### config.mk
export PLATFORM = sky130hd
export DESIGN_NAME = rtc_bus_scheduler
export DESIGN_NICKNAME = d
export VERILOG_FILES = /design/src/rtl/rtc_bus_pkg.sv /design/src/rtl/rtc_bus_scheduler_rr_arbiter4.sv /design/src/rtl/rtc_bus_scheduler.sv
export SDC_FILE = /design/constraint.sdc
export NUM_CORES = 1
export LEC_CHECK = 0
export BUFFER_PORTS_ARGS = -buffer_cell sky130_fd_sc_hd__buf_2
export CORE_ASPECT_RATIO = 1.2
export CORE_MARGIN = 2
export CORE_UTILIZATION = 53
export DETAILED_ROUTE_END_ITERATION = 8
export HOLD_SLACK_MARGIN = 0.06
export PLACE_DENSITY = 0.78
export SLEW_MARGIN = 30
export SYNTH_ARGS = -nofsm -noshare
export SYNTH_HDL_FRONTEND = slang
export SYNTH_SLANG_ARGS = --single-unit
### constraint.sdc
create_clock -name clock -period 4.4 [get_ports clock]
set_clock_uncertainty 0.05 [all_clocks]
set_input_delay 0.88 -clock clock [delete_from_list [all_inputs] [get_ports clock]]
set_output_delay 0.88 -clock clock [all_outputs]
set_load 0.005 [all_outputs]
### src/rtl/rtc_bus_pkg.sv
// rtl/rtc_bus_pkg.sv - shared state encoding and constants for the RTC bus scheduler
package rtc_bus_pkg;

  // Bus-cycle states: address phase, gap, data phase, recovery
  localparam logic [3:0] S_IDLE   = 4'd0;
  localparam logic [3:0] S_A_AD   = 4'd1;
  localparam logic [3:0] S_A_CS   = 4'd2;
  localparam logic [3:0] S_A_WR   = 4'd3;
  localparam logic [3:0] S_A_DRV  = 4'd4;
  localparam logic [3:0] S_A_WRH  = 4'd5;
  localparam logic [3:0] S_A_CSH  = 4'd6;
  localparam logic [3:0] S_A_ADH  = 4'd7;
  localparam logic [3:0] S_GAP    = 4'd8;
  localparam logic [3:0] S_D_CS   = 4'd9;
  localparam logic [3:0] S_D_STB  = 4'd10;
  localparam logic [3:0] S_D_DRV  = 4'd11;
  localparam logic [3:0] S_D_STBH = 4'd12;
  localparam logic [3:0] S_D_CSH  = 4'd13;
  localparam logic [3:0] S_RECOV  = 4'd14;

  // Value on ADout whenever the bus is not being driven
  localparam logic [7:0] BUS_IDLE = 8'hFF;

  // Client slots on req/rnw/addr_in/wdata_in
  localparam logic [1:0] DATE  = 2'd0;
  localparam logic [1:0] TIME  = 2'd1;
  localparam logic [1:0] ALARM = 2'd2;
  localparam logic [1:0] READ  = 2'd3;

endpackage

### src/rtl/rtc_bus_scheduler_rr_arbiter4.sv
// rtl/rtc_bus_scheduler_rr_arbiter4.sv - four-way round-robin arbiter starting at pointer
module rr_arbiter4 (
  input  logic [3:0] req,
  input  logic [1:0] ptr,
  input  logic       en,
  output logic [3:0] winner,
  output logic [1:0] next_ptr
);

  logic [1:0] idx;

  // Scan from the farthest offset down so the first requester at or after ptr wins
  always_comb begin
    winner   = 4'b0000;
    next_ptr = ptr;
    idx      = ptr;
    for (int i = 3; i >= 0; i--) begin
      idx = ptr + 2'(i);
      if (en && req[idx]) begin
        winner   = 4'b0001 << idx;
        next_ptr = idx + 2'd1;
      end
    end
  end

endmodule

### src/rtl/rtc_bus_scheduler.sv
// rtl/rtc_bus_scheduler.sv - arbitrates four clients and runs one RTC bus cycle per grant
module rtc_bus_scheduler
  import rtc_bus_pkg::*;
#(
  parameter int T_PULSE = 5,
  parameter int T_GAP   = 8,
  parameter int T_RECOV = 8,
  parameter int CNT_W   = 6
) (
  input  logic        clock,
  input  logic        reset,
  input  logic [3:0]  req,
  input  logic [3:0]  rnw,
  input  logic [31:0] addr_in,
  input  logic [31:0] wdata_in,
  output logic [3:0]  grant,
  output logic        done,
  output logic [7:0]  rdata,
  output logic        busy,
  output logic [7:0]  ADout,
  output logic        ad_oe,
  input  logic [7:0]  ADin,
  output logic        ad,
  output logic        cs,
  output logic        wr,
  output logic        rd
);

  logic [3:0]       state, next_state;
  logic [CNT_W-1:0] cnt, next_cnt;
  logic [1:0]       ptr, arb_next, win_idx;
  logic [3:0]       win;
  logic             capture;
  logic [7:0]       addr_q, wdata_q;
  logic             rnw_q;
  logic             ad_n, cs_n, wr_n, rd_n, oe_n;
  logic [7:0]       ad_out_n;

  rr_arbiter4 u_arb (
    .req      (req),
    .ptr      (ptr),
    .en       (state == S_IDLE),
    .winner   (win),
    .next_ptr (arb_next)
  );

  assign capture = |win;
  assign win_idx = arb_next - 2'd1;

  // Sequence through the bus cycle; multi-cycle states load their length on entry
  always_comb begin
    next_state = state;
    next_cnt   = cnt;
    case (state)
      S_IDLE:   if (capture) next_state = S_A_AD;
      S_A_AD:   next_state = S_A_CS;
      S_A_CS:   next_state = S_A_WR;
      S_A_WR:   begin next_state = S_A_DRV; next_cnt = CNT_W'(T_PULSE - 1); end
      S_A_DRV:  if (cnt == '0) next_state = S_A_WRH; else next_cnt = cnt - 1'b1;
      S_A_WRH:  next_state = S_A_CSH;
      S_A_CSH:  next_state = S_A_ADH;
      S_A_ADH:  begin next_state = S_GAP; next_cnt = CNT_W'(T_GAP - 1); end
      S_GAP:    if (cnt == '0) next_state = S_D_CS; else next_cnt = cnt - 1'b1;
      S_D_CS:   next_state = S_D_STB;
      S_D_STB:  begin next_state = S_D_DRV; next_cnt = CNT_W'(T_PULSE - 1); end
      S_D_DRV:  if (cnt == '0) next_state = S_D_STBH; else next_cnt = cnt - 1'b1;
      S_D_STBH: next_state = S_D_CSH;
      S_D_CSH:  begin next_state = S_RECOV; next_cnt = CNT_W'(T_RECOV - 1); end
      S_RECOV:  if (cnt == '0) next_state = S_IDLE; else next_cnt = cnt - 1'b1;
      default:  next_state = S_IDLE;
    endcase
  end

  // Pin values for the state being entered; the address is held through the wr/cs release
  always_comb begin
    ad_n     = !(next_state inside {S_A_AD, S_A_CS, S_A_WR, S_A_DRV, S_A_WRH, S_A_CSH});
    cs_n     = !(next_state inside {S_A_CS, S_A_WR, S_A_DRV, S_A_WRH,
                                    S_D_CS, S_D_STB, S_D_DRV, S_D_STBH});
    wr_n     = !((next_state inside {S_A_WR, S_A_DRV}) ||
                 ((next_state inside {S_D_STB, S_D_DRV}) && !rnw_q));
    rd_n     = !((next_state inside {S_D_STB, S_D_DRV}) && rnw_q);
    oe_n     = 1'b0;
    ad_out_n = BUS_IDLE;
    if (next_state inside {S_A_DRV, S_A_WRH, S_A_CSH}) begin
      oe_n     = 1'b1;
      ad_out_n = addr_q;
    end else if (next_state == S_D_DRV && !rnw_q) begin
      oe_n     = 1'b1;
      ad_out_n = wdata_q;
    end
  end

  // State, registered pins, capture of the winning client and read-data sampling
  always_ff @(posedge clock or posedge reset) begin
    if (reset) begin
      state   <= S_IDLE;
      cnt     <= '0;
      ptr     <= DATE;
      addr_q  <= 8'h00;
      wdata_q <= 8'h00;
      rnw_q   <= 1'b0;
      grant   <= 4'b0000;
      done    <= 1'b0;
      busy    <= 1'b0;
      rdata   <= 8'h00;
      ADout   <= BUS_IDLE;
      ad_oe   <= 1'b0;
      ad      <= 1'b1;
      cs      <= 1'b1;
      wr      <= 1'b1;
      rd      <= 1'b1;
    end else begin
      state <= next_state;
      cnt   <= next_cnt;
      ad    <= ad_n;
      cs    <= cs_n;
      wr    <= wr_n;
      rd    <= rd_n;
      ad_oe <= oe_n;
      ADout <= ad_out_n;
      busy  <= (next_state != S_IDLE);
      done  <= (state == S_D_CSH);
      if (capture) begin
        grant   <= win;
        ptr     <= arb_next;
        addr_q  <= addr_in[{win_idx, 3'b000} +: 8];
        wdata_q <= wdata_in[{win_idx, 3'b000} +: 8];
        rnw_q   <= rnw[win_idx];
      end else if (done) begin
        grant <= 4'b0000;
      end
      if (state == S_D_DRV && cnt == '0 && rnw_q) rdata <= ADin;
    end
  end

endmodule

==> impl.org, run 1 <==
** Clocking
- Clock network latency to the later pin of the worst-skew pair :: ~0.32 ns
- # H-tree levels :: 2
- Maximum root-to-sink buffer count :: 2
- After clock tree synthesis, the setup repair step added 0 buffers.
- TritonCTS clock tree :: built
- The cell sitting at the root of the clock tree is a sky130_fd_sc_hd__clkbuf_8.
- CTS Sinks :: between 50 and 60
- Number of gates resized after cts :: 0
- Clock transition at the registers of the reported paths :: about 0.11 ns
- In this run, post-CTS hold repair placed 0 buffers.
- Number of buffers created by CTS :: 5

** Floorplan
- Area of the die :: around 8000 um2
- In this run the vertical extent of the chip is 96.6 um.
- Core Area :: 6900 um2
- Horizontal die dimension :: between 80 and 90 um
- Starting utilization of the core area :: 0.549
- The initialized floorplan defines 33 standard-cell rows.
- Top-level port count :: 109

** Power and ir drop
- Overall power consumption after layout is estimated at 3120 uW.
- In this run the power density over the cells is between 700 and 800 nW/um2.
- IR Drop Worst-Case VDD :: 327 uV
- Lkg Pwr :: between 0.002 and 0.0025 uW

** Routing
- Via count of the routed design :: about 3400
- Count of nets left with antenna violations after detail routing :: 0
- In this run, the number of DRC markers left after iteration 0 of detailed routing was about 210.
- Per-cell routed wire length :: 15.1 um
- First-pass iteration count of the detailed router :: 5
- DRT Wirelength :: 9.02 mm
- Using the TritonRoute via totals, the vias-per-cell ratio works out to between 5 and 6.
- DRC Markers :: 0

** Placed design
- Input and output buffers added on the ports amount to approximately 110.
- Detailed placer's ending HPWL :: 6.66 mm
- The congestion estimate from routability-driven global placement came to between 0.9 and 1.

** Logic synthesis
- Adder-cell share of the synthesized area :: 0.0291
- After synthesis, the largest family of logic cells by area is compound AO/OA/AOI/OAI gates.
- The complex-gate fraction of the synthesized area is 0.287.
- Of the post-synthesis cell area, the dominant cell type holds 0.291.
- After synthesis, the cell types taking the most area are sky130_fd_sc_hd__dfrtp_1, sky130_fd_sc_hd__dfstp_2, sky130_fd_sc_hd__a211o_1, sky130_fd_sc_hd__inv_1, sky130_fd_sc_hd__a21boi_0.
- Cell taking the most area after synthesis :: sky130_fd_sc_hd__dfrtp_1
- Synthesis-stage register bit count :: 56
- Of the synthesized area, sequential elements account for 0.374.
- When the netlist entered floorplanning its net count stood at ~510.
- Synth Cell Area :: 3790 um2
- Average footprint of a synthesized cell :: 9.00 um2
- Most common cell in the synthesized netlist :: sky130_fd_sc_hd__dfrtp_1
- Xor/xnor share of the synthesized area :: 0.0139
- The Yosys step of the flow raised 0 warnings.
- Most used DFF post-synth :: sky130_fd_sc_hd__dfrtp_1
- The synthesized design contains 0 enable-type register cells.
- Fraction of synthesis flops using an asynchronous set or reset pin :: 1.00
- Of the total synthesized cell area, the portion taken by AND, OR, NAND and NOR gates is 0.155.
- Mux share of post-synthesis cell area :: 0.0545
- Most frequent cells after synthesis :: sky130_fd_sc_hd__dfrtp_1, sky130_fd_sc_hd__inv_1, sky130_fd_sc_hd__nor2_1
- The number of different library cells used by synthesis comes to 63.
- Synth Instances :: between 400 and 500

** STA
- Relative max-transition margin :: 0.421
- Endpoints failing setup :: 0
- Worst Hold Slack :: approximately 0.44 ns
- The final hold violation count came to 0.
- Subtracting the final worst setup slack from the clock period gives about 3.7 ns.
- Final max-slew violation count :: 0
- In the finished design, the share of the clock period the worst path needs comes to 0.848.
- Setup repair after global routing left no endpoint under its margin.
- In the final timing run, aggregate negative setup slack is 0 ns.
- For this run, the top clock speed supported by timing is approximately 270 MHz.
- At the pin with the least slew margin, the transition time is 0.860 ns.

** Setup path
- The worst setup path is of the flop to flop kind.
- STA classifies the critical path startpoint as a flop.
- R2r setup slk :: around 0.67 ns
- Critical register-to-register path endpoint :: addr_q[5]$_DFFE_PP0P_
- STA classifies the critical path endpoint as a flop.
- In this run the worst path has a maximum fanout of 34.
- Data on the critical path is required at its endpoint by roughly 4.6 ns.
- Worst reg2reg path depth :: 9
- Data on the critical path arrives at its endpoint at ~3.9 ns.
- R2R Path Start :: ptr[0]$_DFFE_PP0P_

** Global routing
- Global-route wire length before repair :: 15.7 mm
- Antenna violations before repair :: 0
- The via count of the first global-routing pass was around 3400.
- Global routing finished with a remaining overflow of 0.
- For this run, the total global-route usage over all layers was measured as 0.247.
- Entering global routing, the biggest net connects 41 pins.

** Min path
- The startpoint identified for the worst hold timing path is grant[0]$_DFFE_PP0P_.
- The path class of the tightest hold or removal check is flop to flop.
- Worst min-delay path endpoint :: grant[0]$_DFFE_PP0P_
- Cell count of the worst hold path :: 1

** Flow run
- Number of violations of the max-capacitance limit :: 0

** Final layout
- The number of antenna diodes in the final layout is 0.
- In the final design database the tool counted 600 nets.
- For this run, the share of the core covered by cells in the final layout is 0.639.
- Area delta synth->final :: 16.3%
- Of the cells placed in the final design, the portion with a size suffix greater than 1 is 0.333.

** Run status
- The flow ran to the end, and the final reports show no timing, DRC or antenna violations.
[cell usage in the layout (no fill, tap or decap), types with 5 or more instances in the layout]
cell                       Yosys  routed
sky130_fd_sc_hd__buf_2         9     108
sky130_fd_sc_hd__dfrtp_1      44      44
sky130_fd_sc_hd__inv_1        41      40
sky130_fd_sc_hd__nor2_1       36      36
sky130_fd_sc_hd__nand3_1      24      24
sky130_fd_sc_hd__nand2_1      21      21
sky130_fd_sc_hd__o211ai_1     19      19
sky130_fd_sc_hd__a21boi_0     19      19
sky130_fd_sc_hd__a211o_1      18      18
sky130_fd_sc_hd__o21ai_0      15      15
sky130_fd_sc_hd__a21oi_1      13      13
sky130_fd_sc_hd__a31o_1       13      13
sky130_fd_sc_hd__dfstp_2      12      12
sky130_fd_sc_hd__mux2_2       11      11
sky130_fd_sc_hd__o22a_1        9       9
sky130_fd_sc_hd__ha_1          8       8
sky130_fd_sc_hd__nor3_1        7       7
sky130_fd_sc_hd__nand4_1       6       6
sky130_fd_sc_hd__mux2i_1       6       6
sky130_fd_sc_hd__xnor2_1       5       5
sky130_fd_sc_hd__clkbuf_8      0       5
sky130_fd_sc_hd__buf_4         1       5
[layout make-up]
cell class / instances / area, um2
Sequential cell: 56 / 1420
Multi-Input combinational cell: 292 / 2050
Clock buffer: 5 / 68.8
Timing Repair Buffer: 113 / 578
Inverter: 42 / 158
Tap cell: 87 / 109
Clock inverter: 3 / 26.3
Fill cell: 591 / 2490
[layer usage]
layer | track usage | share of wire
met2 | 0.409 | 0.50
met3 | 0.0392 | 0.053
met5 | 0 | 0
met1 | 0.324 | 0.43
met4 | 0.0847 | 0.021
[logic make-up (layout without fill, tap and decap cells)]
group,count (synthesis),in the layout
AOI/OAI and AO/OA,141,141
and+or+nand+nor,118,118
buffers and inverters,73,163
DFF,56,56
muxes,18,18
adders and majority gates,9,9
xor gates and xnor gates,6,6
[report_power, final]
part	switching, uW	internal, uW
registers	253	758
clock network	185	118
logic	999	808
[worst max-delay path by stage]
stage	start	end	slack, ns	depth (start not counted)
final	ptr[0]$_DFFE_PP0P_	addr_q[5]$_DFFE_PP0P_	0.67	9
after global routing	ptr[0]$_DFFE_PP0P_	wdata_q[5]$_DFFE_PP0P_	0.39	9
after CTS	ptr[0]$_DFFE_PP0P_	addr_q[5]$_DFFE_PP0P_	0.67	9
after detailed placement	ptr[0]$_DFFE_PP0P_	addr_q[5]$_DFFE_PP0P_	0.70	9
after global placement	ptr[0]$_DFFE_PP0P_	addr_q[2]$_DFFE_PP0P_	0.88	9
after floorplan	ptr[0]$_DFFE_PP0P_	addr_q[7]$_DFFE_PP0P_	1.35	14
[critical path, stage by stage (launching register included)]
cell                       delay (ns)
sky130_fd_sc_hd__dfrtp_1         0.68
sky130_fd_sc_hd__inv_1           0.21
sky130_fd_sc_hd__ha_1            0.49
sky130_fd_sc_hd__mux2i_1         0.27
sky130_fd_sc_hd__mux2_2          0.27
sky130_fd_sc_hd__a21boi_2        0.09
sky130_fd_sc_hd__or3_1           0.59
sky130_fd_sc_hd__and2_4          0.40
sky130_fd_sc_hd__a211o_1         0.32
sky130_fd_sc_hd__a31o_2          0.24
[per-stage QoR]
stage	instance area [um2]	instances	worst slack, ns
final	4400	598	0.668
after global routing	4400	598	0.389
after CTS	4400	598	0.666
after detailed placement	4310	590	0.696
after global placement	4310	590	0.876
after floorplan	3790	421	1.35
[state kept, by name, indices dropped and copies added (netlist names)]
register / flops
cs: 1
ptr: 2
done: 1
ad: 1
rd: 1
busy: 1
ADout: 8
rdata: 8
wdata_q: 8
ad_oe: 1
wr: 1
rnw_q: 1
grant: 4
addr_q: 8
cnt: 6
state: 4
(Power assumes the default switching activity.)
==> run 2, diff against run 1 <==
Settings changed: ABC_AREA set to 1.
Clock period 4.4 ns to 3.87 ns, I/O delays scaled along.
==> run 2 against run 1 <==
Worst hold slack got worse by 0.0038 ns. Clock power increased by 8.3%. Routed wire length decreased by 6.6%. Sequential power about the same. Area after synthesis increased by 1.3%. First-iteration DRC count decreased by 34%. Flip-flop and latch count unchanged. Final cell count increased by 22%. Final area increased by 1.8%. Register-to-register slack improved by 0.06 ns. Core utilization increased by 0.74 points. Sequential share of layout area decreased by 0.56 points. Critical path type unchanged. Largest cell class unchanged.
==> impl.org, run 2 <==
** Global routing
- The first global-routing pass estimated ~14 mm of wire.
- Sum of overflow across all layers after global routing :: 0
- In the global route stage, overall resource usage came out at 0.215.
- Maximum number of pins on one net before global-route repair :: 54
- The number of antenna violations at the first check in global routing is 0.
- The via count of the first global-routing pass was 3269.

** Placed design
- At the end of routability-driven placement, the weighted congestion stood at approximately 0.93.
- Placed inst area :: 4390 um2
- Summed over all nets, the half-perimeter wirelength after detailed placement is between 6 and 7 mm.
- Buffers added on ports :: ~110

** Routing
- DRT Wirelength :: about 8.4 mm
- Vias per cell :: ~5
- Number of violations reported at the end of detailed-routing iteration 0 :: ~140
- Before antenna repair, the detailed router went through 4 iterations.
- In the final routed layout, each cell accounts on average for about 12 um.
- After detailed routing, the number of remaining DRC violations is 0.
- Summing over every cut layer, the via total after detailed routing is roughly 3600.
- Once detail routing completed, the nets flagged for antenna violations numbered 0.

** Logic synthesis
- By instance count, the leading cell after synthesis is sky130_fd_sc_hd__nand2_1.
- Among all flip-flop cells after synthesis, the most frequent one is sky130_fd_sc_hd__dfrtp_1.
- For this run, the register share of the synthesized area comes to 0.369.
- The cell area that synthesis handed to floorplanning was around 3800 um2.
- Synthesis inferred 56 register bits.
- Synthesis produced approximately 540 cells.
- The share of synthesized area in the top cell type comes to 0.287.
- Yosys warnings :: 0
- In the post-synthesis netlist, the biggest area contributors are sky130_fd_sc_hd__dfrtp_1, sky130_fd_sc_hd__nand2_1, sky130_fd_sc_hd__nand3_1, sky130_fd_sc_hd__dfstp_2, sky130_fd_sc_hd__nor2_1.
- Dominant combinational cell family by area after synthesis :: simple AND/OR/NAND/NOR gates
- Adder-cell share of the synthesized area :: 0.0261
- Compound-gate portion of the synthesized area :: 0.0287
- Counting flops with an async set or reset pin after synthesis yields a share of 1.00.
- Of the total synthesized cell area, the portion taken by XOR and XNOR cells is 0.00685.
- Syn_nets :: ~630
- sky130_fd_sc_hd__dfrtp_1 takes more of the synthesized area than any other cell.
- By count the netlist is led by sky130_fd_sc_hd__nand2_1, sky130_fd_sc_hd__nand3_1, sky130_fd_sc_hd__dfrtp_1.
- The number of different library cells used by synthesis comes to 40.
- Average footprint of a synthesized cell :: a little over 7 um2
- Mux share of post-synthesis cell area :: 0.0235
- EDFF count, synth :: 0
- Of the total synthesized cell area, the portion taken by AND, OR, NAND and NOR gates is 0.471.

** Power and ir drop
- Of the total power, combinational logic draws 0.682.
- The worst-case IR drop observed on VDD is 523 uV.
- Of the total power, the share spent switching nets is 0.541.
- Lkg Pwr :: 0.00253 uW
- Pwr dens :: roughly 940 nW/um2
- Internal Dissipation :: 1940 uW
- Psw :: roughly 2300 uW
- Of the total power, the clock network draws 0.078.
- Sequential fraction of design power :: 0.241

** Clocking
- The clock drives 56 sinks.
- Setup Fix Bufs, Post-CTS :: 0
- Hold repair after CTS inserted 0 buffers.
- In this run, CTS created clock tree buffers numbering 5.
- Maximum root-to-sink buffer count :: 2
- Once the clock tree was built, the resizer swapped 0 gates to a different size.
- The H-tree was split into 2 levels.
- Clock-pin slew was measured on the worst setup and hold paths at 0.10 ns.
- Clock Root Buffer :: sky130_fd_sc_hd__clkbuf_8
- Clock network latency to the later pin of the worst-skew pair :: 0.31 ns
- TritonCTS built the clock tree.

** Setup path
- Critical path required time :: around 4.0 ns
- STA classifies the critical path endpoint as a flop.
- Critical register-to-register path endpoint :: addr_q[3]$_DFFE_PP0P_
- Nature of the critical path startpoint :: flop
- Critical setup path kind :: flop to flop
- Worst reg2reg path depth :: 14
- Data on the critical path arrives at its endpoint at ~3.3 ns.
- The startpoint identified for the worst register-to-register timing path is ptr[0]$_DFFE_PP0P_.
- Across all register-to-register paths, the minimum setup slack is 0.73 ns.
- End point of the critical path :: addr_q[3]$_DFFE_PP0P_
- Of all nets on the critical path, the largest fanout is 37.
- The most critical setup path has its startpoint at ptr[0]$_DFFE_PP0P_.

** Min path
- The worst hold path belongs to the class flop to flop.

** STA
- The final hold violation count was 0.
- RSZ-0062 raised after global routing :: no
- Final max-slew violation count :: 0
- Of the available clock period, the critical path in the final layout requires 0.812.
- Final hold analysis gives a worst-case slack of roughly 0.44 ns.
- Setup violations remaining at the end of the flow were counted as 0.
- For the pin with the worst max-slew slack, the measured transition is ~0.79 ns.
- The worst path in the final design needs a cycle of about 3.1 ns, including I/O delays and setup.
- Maximum clock frequency :: 318 MHz
- Final TNS setup :: 0 ns
- The worst pin sits at a relative slew slack of 0.468.

** Final layout
- Highest-count cells in the layout ignoring fill and taps :: sky130_fd_sc_hd__nand2_1, sky130_fd_sc_hd__buf_2, sky130_fd_sc_hd__nand3_1
- Area of all placed cells without fillers :: between 4000 and 5000 um2
- The multi-input combinational cells in the finished layout cover a total of approximately 2100 um2.
- Seq. cell area :: roughly 1400 um2
- Fill cells in the final layout number around 650.
- Most common cell after layout, fill and taps aside :: sky130_fd_sc_hd__nand2_1
- Compared with the post-synthesis result, the final layout area differs by 16.8%.
- Fraction of final layout cells sized beyond drive strength 1 :: 0.288
- The repair_antennas step left the layout with diodes totalling 0.
- After the last flow step, the layout net total stands at 732.

** Floorplan
- The floorplan step defined a die boundary enclosing between 7000 and 8000 um2.
- The die is a little under 100 um tall.
- The initial utilization of the core area, before any placement, comes to 0.553.
- Core Area :: a little under 7000 um2
- Horizontal die dimension :: 81.7 um
- Top-level port count :: 109
- Row generation in the floorplan step produced 33 rows.

** Flow run
- Number of violations of the max-capacitance limit :: 0

** Run status
- The flow ran to the end, and the final reports show no timing, DRC or antenna violations.
## run 2: cells by family (layout without fill, tap and decap cells)
group | count (synthesis) | count (layout)
XOR/XNOR | 3 | 3
AO/OA/AOI/OAI | 19 | 19
flip-flops | 56 | 56
adder cells (fa/ha/maj) | 8 | 8
multiplexers | 8 | 8
AND/OR/NAND/NOR | 386 | 386
buffers and inverters | 61 | 163
## run 2: final cells by class
| cell class | instances | share of cell area |
|---|---|---|
| Inverter | 46 | 0.0402 |
| Clock inverter | 3 | 0.00614 |
| Multi-Input combinational cell | 424 | 0.476 |
| Tap cell | 87 | 0.0243 |
| Clock buffer | 5 | 0.0154 |
| Timing Repair Buffer | 109 | 0.122 |
| Sequential cell | 56 | 0.316 |
## run 2: per-layer routing
metal / vias to the layer above / global-route usage / wire [um]
met3: 8 / 0.0251 / 408
li1: 1903 / - / -
met5: - / 0 / 0
met4: 0 / 0.0577 / 113
met1: 1613 / 0.277 / 3810
met2: 121 / 0.373 / 4100
## run 2: worst min path at each step
stage | start | slack (ns) | endpoint | cells past startpoint
CTS | addr_q[6]$_DFFE_PP0P_ | 0.44 | addr_q[6]$_DFFE_PP0P_ | 2
global placement | addr_q[3]$_DFFE_PP0P_ | 0.41 | addr_q[3]$_DFFE_PP0P_ | 2
floorplan | wdata_q[0]$_DFFE_PP0P_ | 0.40 | wdata_q[0]$_DFFE_PP0P_ | 2
global route | wdata_q[0]$_DFFE_PP0P_ | 0.47 | wdata_q[0]$_DFFE_PP0P_ | 2
finish | addr_q[6]$_DFFE_PP0P_ | 0.44 | addr_q[6]$_DFFE_PP0P_ | 2
detailed placement | addr_q[6]$_DFFE_PP0P_ | 0.42 | addr_q[6]$_DFFE_PP0P_ | 2
## run 2: power by group through the flow
stage	Sequential (uW)	Clock [uW]	Combinational (uW)
2_1_floorplan	1000	0	2430
3_3_place_gp	1020	0	2810
3_5_place_dp	1030	0	2870
4_1_cts	1020	343	2880
5_1_grt	1040	368	3300
6_report	1010	328	2880
## run 2: critical path, stage by stage, from the launching register on
cell,delay [ns]
sky130_fd_sc_hd__dfrtp_1,0.63
sky130_fd_sc_hd__inv_4,0.14
sky130_fd_sc_hd__ha_1,0.43
sky130_fd_sc_hd__inv_2,0.06
sky130_fd_sc_hd__nand3_2,0.10
sky130_fd_sc_hd__nand3_4,0.16
sky130_fd_sc_hd__nand2_4,0.13
sky130_fd_sc_hd__nand3_4,0.24
sky130_fd_sc_hd__nand2_4,0.40
sky130_fd_sc_hd__nand3b_4,0.28
sky130_fd_sc_hd__nand2_4,0.14
sky130_fd_sc_hd__nand2_1,0.10
sky130_fd_sc_hd__nand2_1,0.05
sky130_fd_sc_hd__nand2_1,0.07
sky130_fd_sc_hd__nand2_1,0.06
## run 2: metrics by stage
stage / power [uW] / instances / worst slack [ns] / util
2_1_floorplan: 3430 / 541 / 1.51 / -
3_5_place_dp: 3900 / 722 / 0.745 / 0.632
3_3_place_gp: 3830 / 722 / 0.897 / 0.632
5_1_grt: 4710 / 730 / 0.445 / 0.646
4_1_cts: 4240 / 730 / 0.728 / 0.646
6_report: 4220 / 730 / 0.726 / 0.646
==> run 3, diff against run 2 <==
Clock period 3.87 ns to 2.9 ns, I/O delays scaled along.
==> run 3 against run 2 <==
Die area unchanged. Global-route usage up 0.38 points. Flip-flop and latch count unchanged. Sequential share of layout area shrank 0.38 points. Combinational power rose by 38%. Worst hold slack worse by 0.14 ns. Final area rose by 1.2%. Critical path depth is 1 higher. Count of clock-buffer cells in the layout stayed put. Maximum frequency rose by 18%. Critical endpoint is now addr_q[0]$_DFFE_PP0P_. Largest power group unchanged.
==> impl.org, run 3 (synthesis gave the netlist of run 2 again) <==
** Run status
- Status :: completed

** Final layout
- Finished Core Util :: 0.654
- Fraction of final layout cells sized beyond drive strength 1 :: 0.295
- From synthesis to final layout, the design area changed by 18.3%.
- Number of filler instances in the final layout :: between 600 and 700
- Fin cells :: approximately 740
- In the layout the commonest cells are sky130_fd_sc_hd__nand2_1, sky130_fd_sc_hd__buf_2, sky130_fd_sc_hd__nand3_1.
- Diode count :: 0
- Once layout is done, the placed cells without fillers occupy about 4500 um2.
- Most common cell after layout, fill and taps aside :: sky130_fd_sc_hd__nand2_1
- The final layout contains 739 nets.

** Global routing
- The via count of the first global-routing pass came to 3348.
- Maximum number of pins on one net before global-route repair :: 45
- The first global-routing pass estimated between 10 and 15 mm of wire.
- Met3 track utilization from global routing :: 0.0251
- Sum of overflow across all layers after global routing :: 0
- Across every metal layer, demand over resource in global routing totals 0.218.
- met2 is the most crowded layer.
- The number of antenna violations at the first check in global routing was 0.
- Fraction of met1 tracks used by global routing :: 0.280
- Met2 layer usage reported by global route :: 0.383

** Clocking
- CTS Sinks :: 56
- Hold-fix buffers, CTS :: 0
- Clock tree synthesis selected as its root buffer the cell sky130_fd_sc_hd__clkbuf_8.
- # H-tree levels :: 2
- Maximum root-to-sink buffer count :: 2
- The later pin in the worst-skew pair is clocked with a latency of approximately 0.32 ns.
- Clock transition at the registers of the reported paths :: around 0.10 ns
- Buffers inserted during clock tree synthesis total 5.
- TritonCTS built the clock tree.

** Routing
- Summed over all layers, the routed wires come to 8.46 mm.
- After detailed routing, the number of remaining DRC violations is 0.
- Vias per cell :: roughly 5
- The detail route stage leaves a number of antenna-violating nets equal to 0.
- After detailed routing, the average wire length per cell comes to 11.5 um.
- In this run, the number of DRC markers left after iteration 0 of detailed routing was between 150 and 200.
- The first detailed-routing pass ran for 4 iterations.
- Across all layers, the routed design uses approximately 3700 vias.

** Setup path
- R2r setup slk :: between 0.2 and 0.25 ns
- Worst reg2reg path depth :: 15
- R2R Path Start :: ptr[1]$_DFFE_PP0P_
- Along the worst path, the maximum fanout reaches 27.
- STA classifies the critical path endpoint as a flop.
- STA puts the critical path data arrival time at 2.88 ns.
- STA classifies the critical path startpoint as a flop.
- Critical setup path kind :: flop to flop
- At the worst endpoint, the required time is roughly 3.1 ns.
- Critical register-to-register path endpoint :: addr_q[0]$_DFFE_PP0P_

** Placed design
- Placed inst area :: 4440 um2
- Once detailed placement completed, the half-perimeter wirelength came to 6.76 mm.
- Global placement routability congestion :: 0.894
- The number of placed instances, taps included, is between 700 and 800.
- Buffers added on ports :: ~110

** STA
- Of the available clock period, the critical path in the final layout requires 0.920.
- The worst path needs around 2.7 ns of the cycle, external delays included.
- Setup violations remaining at the end of the flow were counted as 0.
- Maximum clock frequency :: around 370 MHz
- The worst pin sits at a relative slew slack of 0.512.
- The total count of max-transition violations in the final report came to 0.
- Number of hold violations in the final report :: 0
- Final TNS setup :: 0 ns
- RSZ-0062 raised after global routing :: no
- At the pin with the least slew margin, the transition time is about 0.73 ns.

** Floorplan
- The total area inside the core boundary comes to around 6900 um2.
- In this run the count of I/O pins placed on the die edge is roughly 110.
- Area of the die :: 7940 um2
- For this configuration, the core starts out at a cell density of 0.553.
- Floorplan row count :: 33
- Vert. Die Dim :: a little under 100 um
- Horizontal die dimension :: 81.7 um

** Power and ir drop
- For this design the ratio of total power to cell area is 1270 nW/um2.
- The worst-case IR drop observed on VDD is between 900 and 1000 uV.
- Total power of the final layout :: 5750 uW
- In this run the static leakage power is 0.00256 uW.

** Flow run
- The tool flagged a number of max-cap violations equal to 0.

** Min path
- The min-delay analysis places its worst path in the category input pin to asynchronous set/reset pin.
## run 3: how the worst max path moves through the flow
stage,start,endpoint,cells after the start
after floorplan,ptr[0]$_DFFE_PP0P_,addr_q[6]$_DFFE_PP0P_,17
after global placement,ptr[1]$_DFFE_PP0P_,addr_q[0]$_DFFE_PP0P_,16
after detailed placement,ptr[1]$_DFFE_PP0P_,addr_q[0]$_DFFE_PP0P_,16
after CTS,ptr[1]$_DFFE_PP0P_,addr_q[0]$_DFFE_PP0P_,16
after global routing,ptr[1]$_DFFE_PP0P_,wdata_q[3]$_DFFE_PP0P_,15
final,ptr[1]$_DFFE_PP0P_,addr_q[0]$_DFFE_PP0P_,15
## run 3: power by group
| group | internal (uW) | total (uW) | switching (uW) |
|---|---|---|---|
| combinational | 1330 | 3970 | 2640 |
| sequential | 1170 | 1340 | 166 |
| clock | 178 | 448 | 270 |
## run 3: layout make-up
type / count / area, um2 / share of cell area
multi-input cells: 424 / 2130 / 0.470
flip-flops and latches: 56 / 1420 / 0.312
inverters: 46 / 179 / 0.0394
repair buffers: 116 / 604 / 0.133
clock inverters: 3 / 27.5 / 0.00607
clock buffers: 5 / 68.8 / 0.0152
well taps: 87 / 109 / 0.0240
## run 3: worst max-delay path, stage by stage, from the launching register on
cell	delay [ns]
sky130_fd_sc_hd__dfrtp_1	0.48
sky130_fd_sc_hd__inv_2	0.13
sky130_fd_sc_hd__ha_1	0.40
sky130_fd_sc_hd__inv_2	0.06
sky130_fd_sc_hd__nand3_2	0.09
sky130_fd_sc_hd__nand3_4	0.16
sky130_fd_sc_hd__nand2_4	0.13
sky130_fd_sc_hd__nand2_2	0.06
sky130_fd_sc_hd__nand2_4	0.22
sky130_fd_sc_hd__nand2_4	0.11
sky130_fd_sc_hd__nand3b_4	0.24
sky130_fd_sc_hd__nand2_4	0.20
sky130_fd_sc_hd__nand2_1	0.07
sky130_fd_sc_hd__nand2_1	0.08
sky130_fd_sc_hd__nand2_1	0.06
sky130_fd_sc_hd__nand2_1	0.07
## run 3: per-stage QoR
step,setup slack (ns),hold WS [ns]
floorplan,0.535,0.399
global placement,0.351,0.413
detailed placement,0.257,0.417
CTS,0.228,0.425
global route,0.00191,0.347
finish,0.232,0.302
## run 3: metal layers
layer | share of wire | wire, um | up-vias
li1 | - | - | 1921
met1 | 0.45 | 3820 | 1634
met2 | 0.48 | 4090 | 114
met3 | 0.054 | 458 | 7
met4 | 0.011 | 90 | 0
met5 | 0 | 0 | -
## run 3: repair_timing
item / 4_1_cts / 5_1_grt
resized for setup: 0 / 1
endpoints found under the setup margin: 0 / 2
buffers inserted: 0 / 0
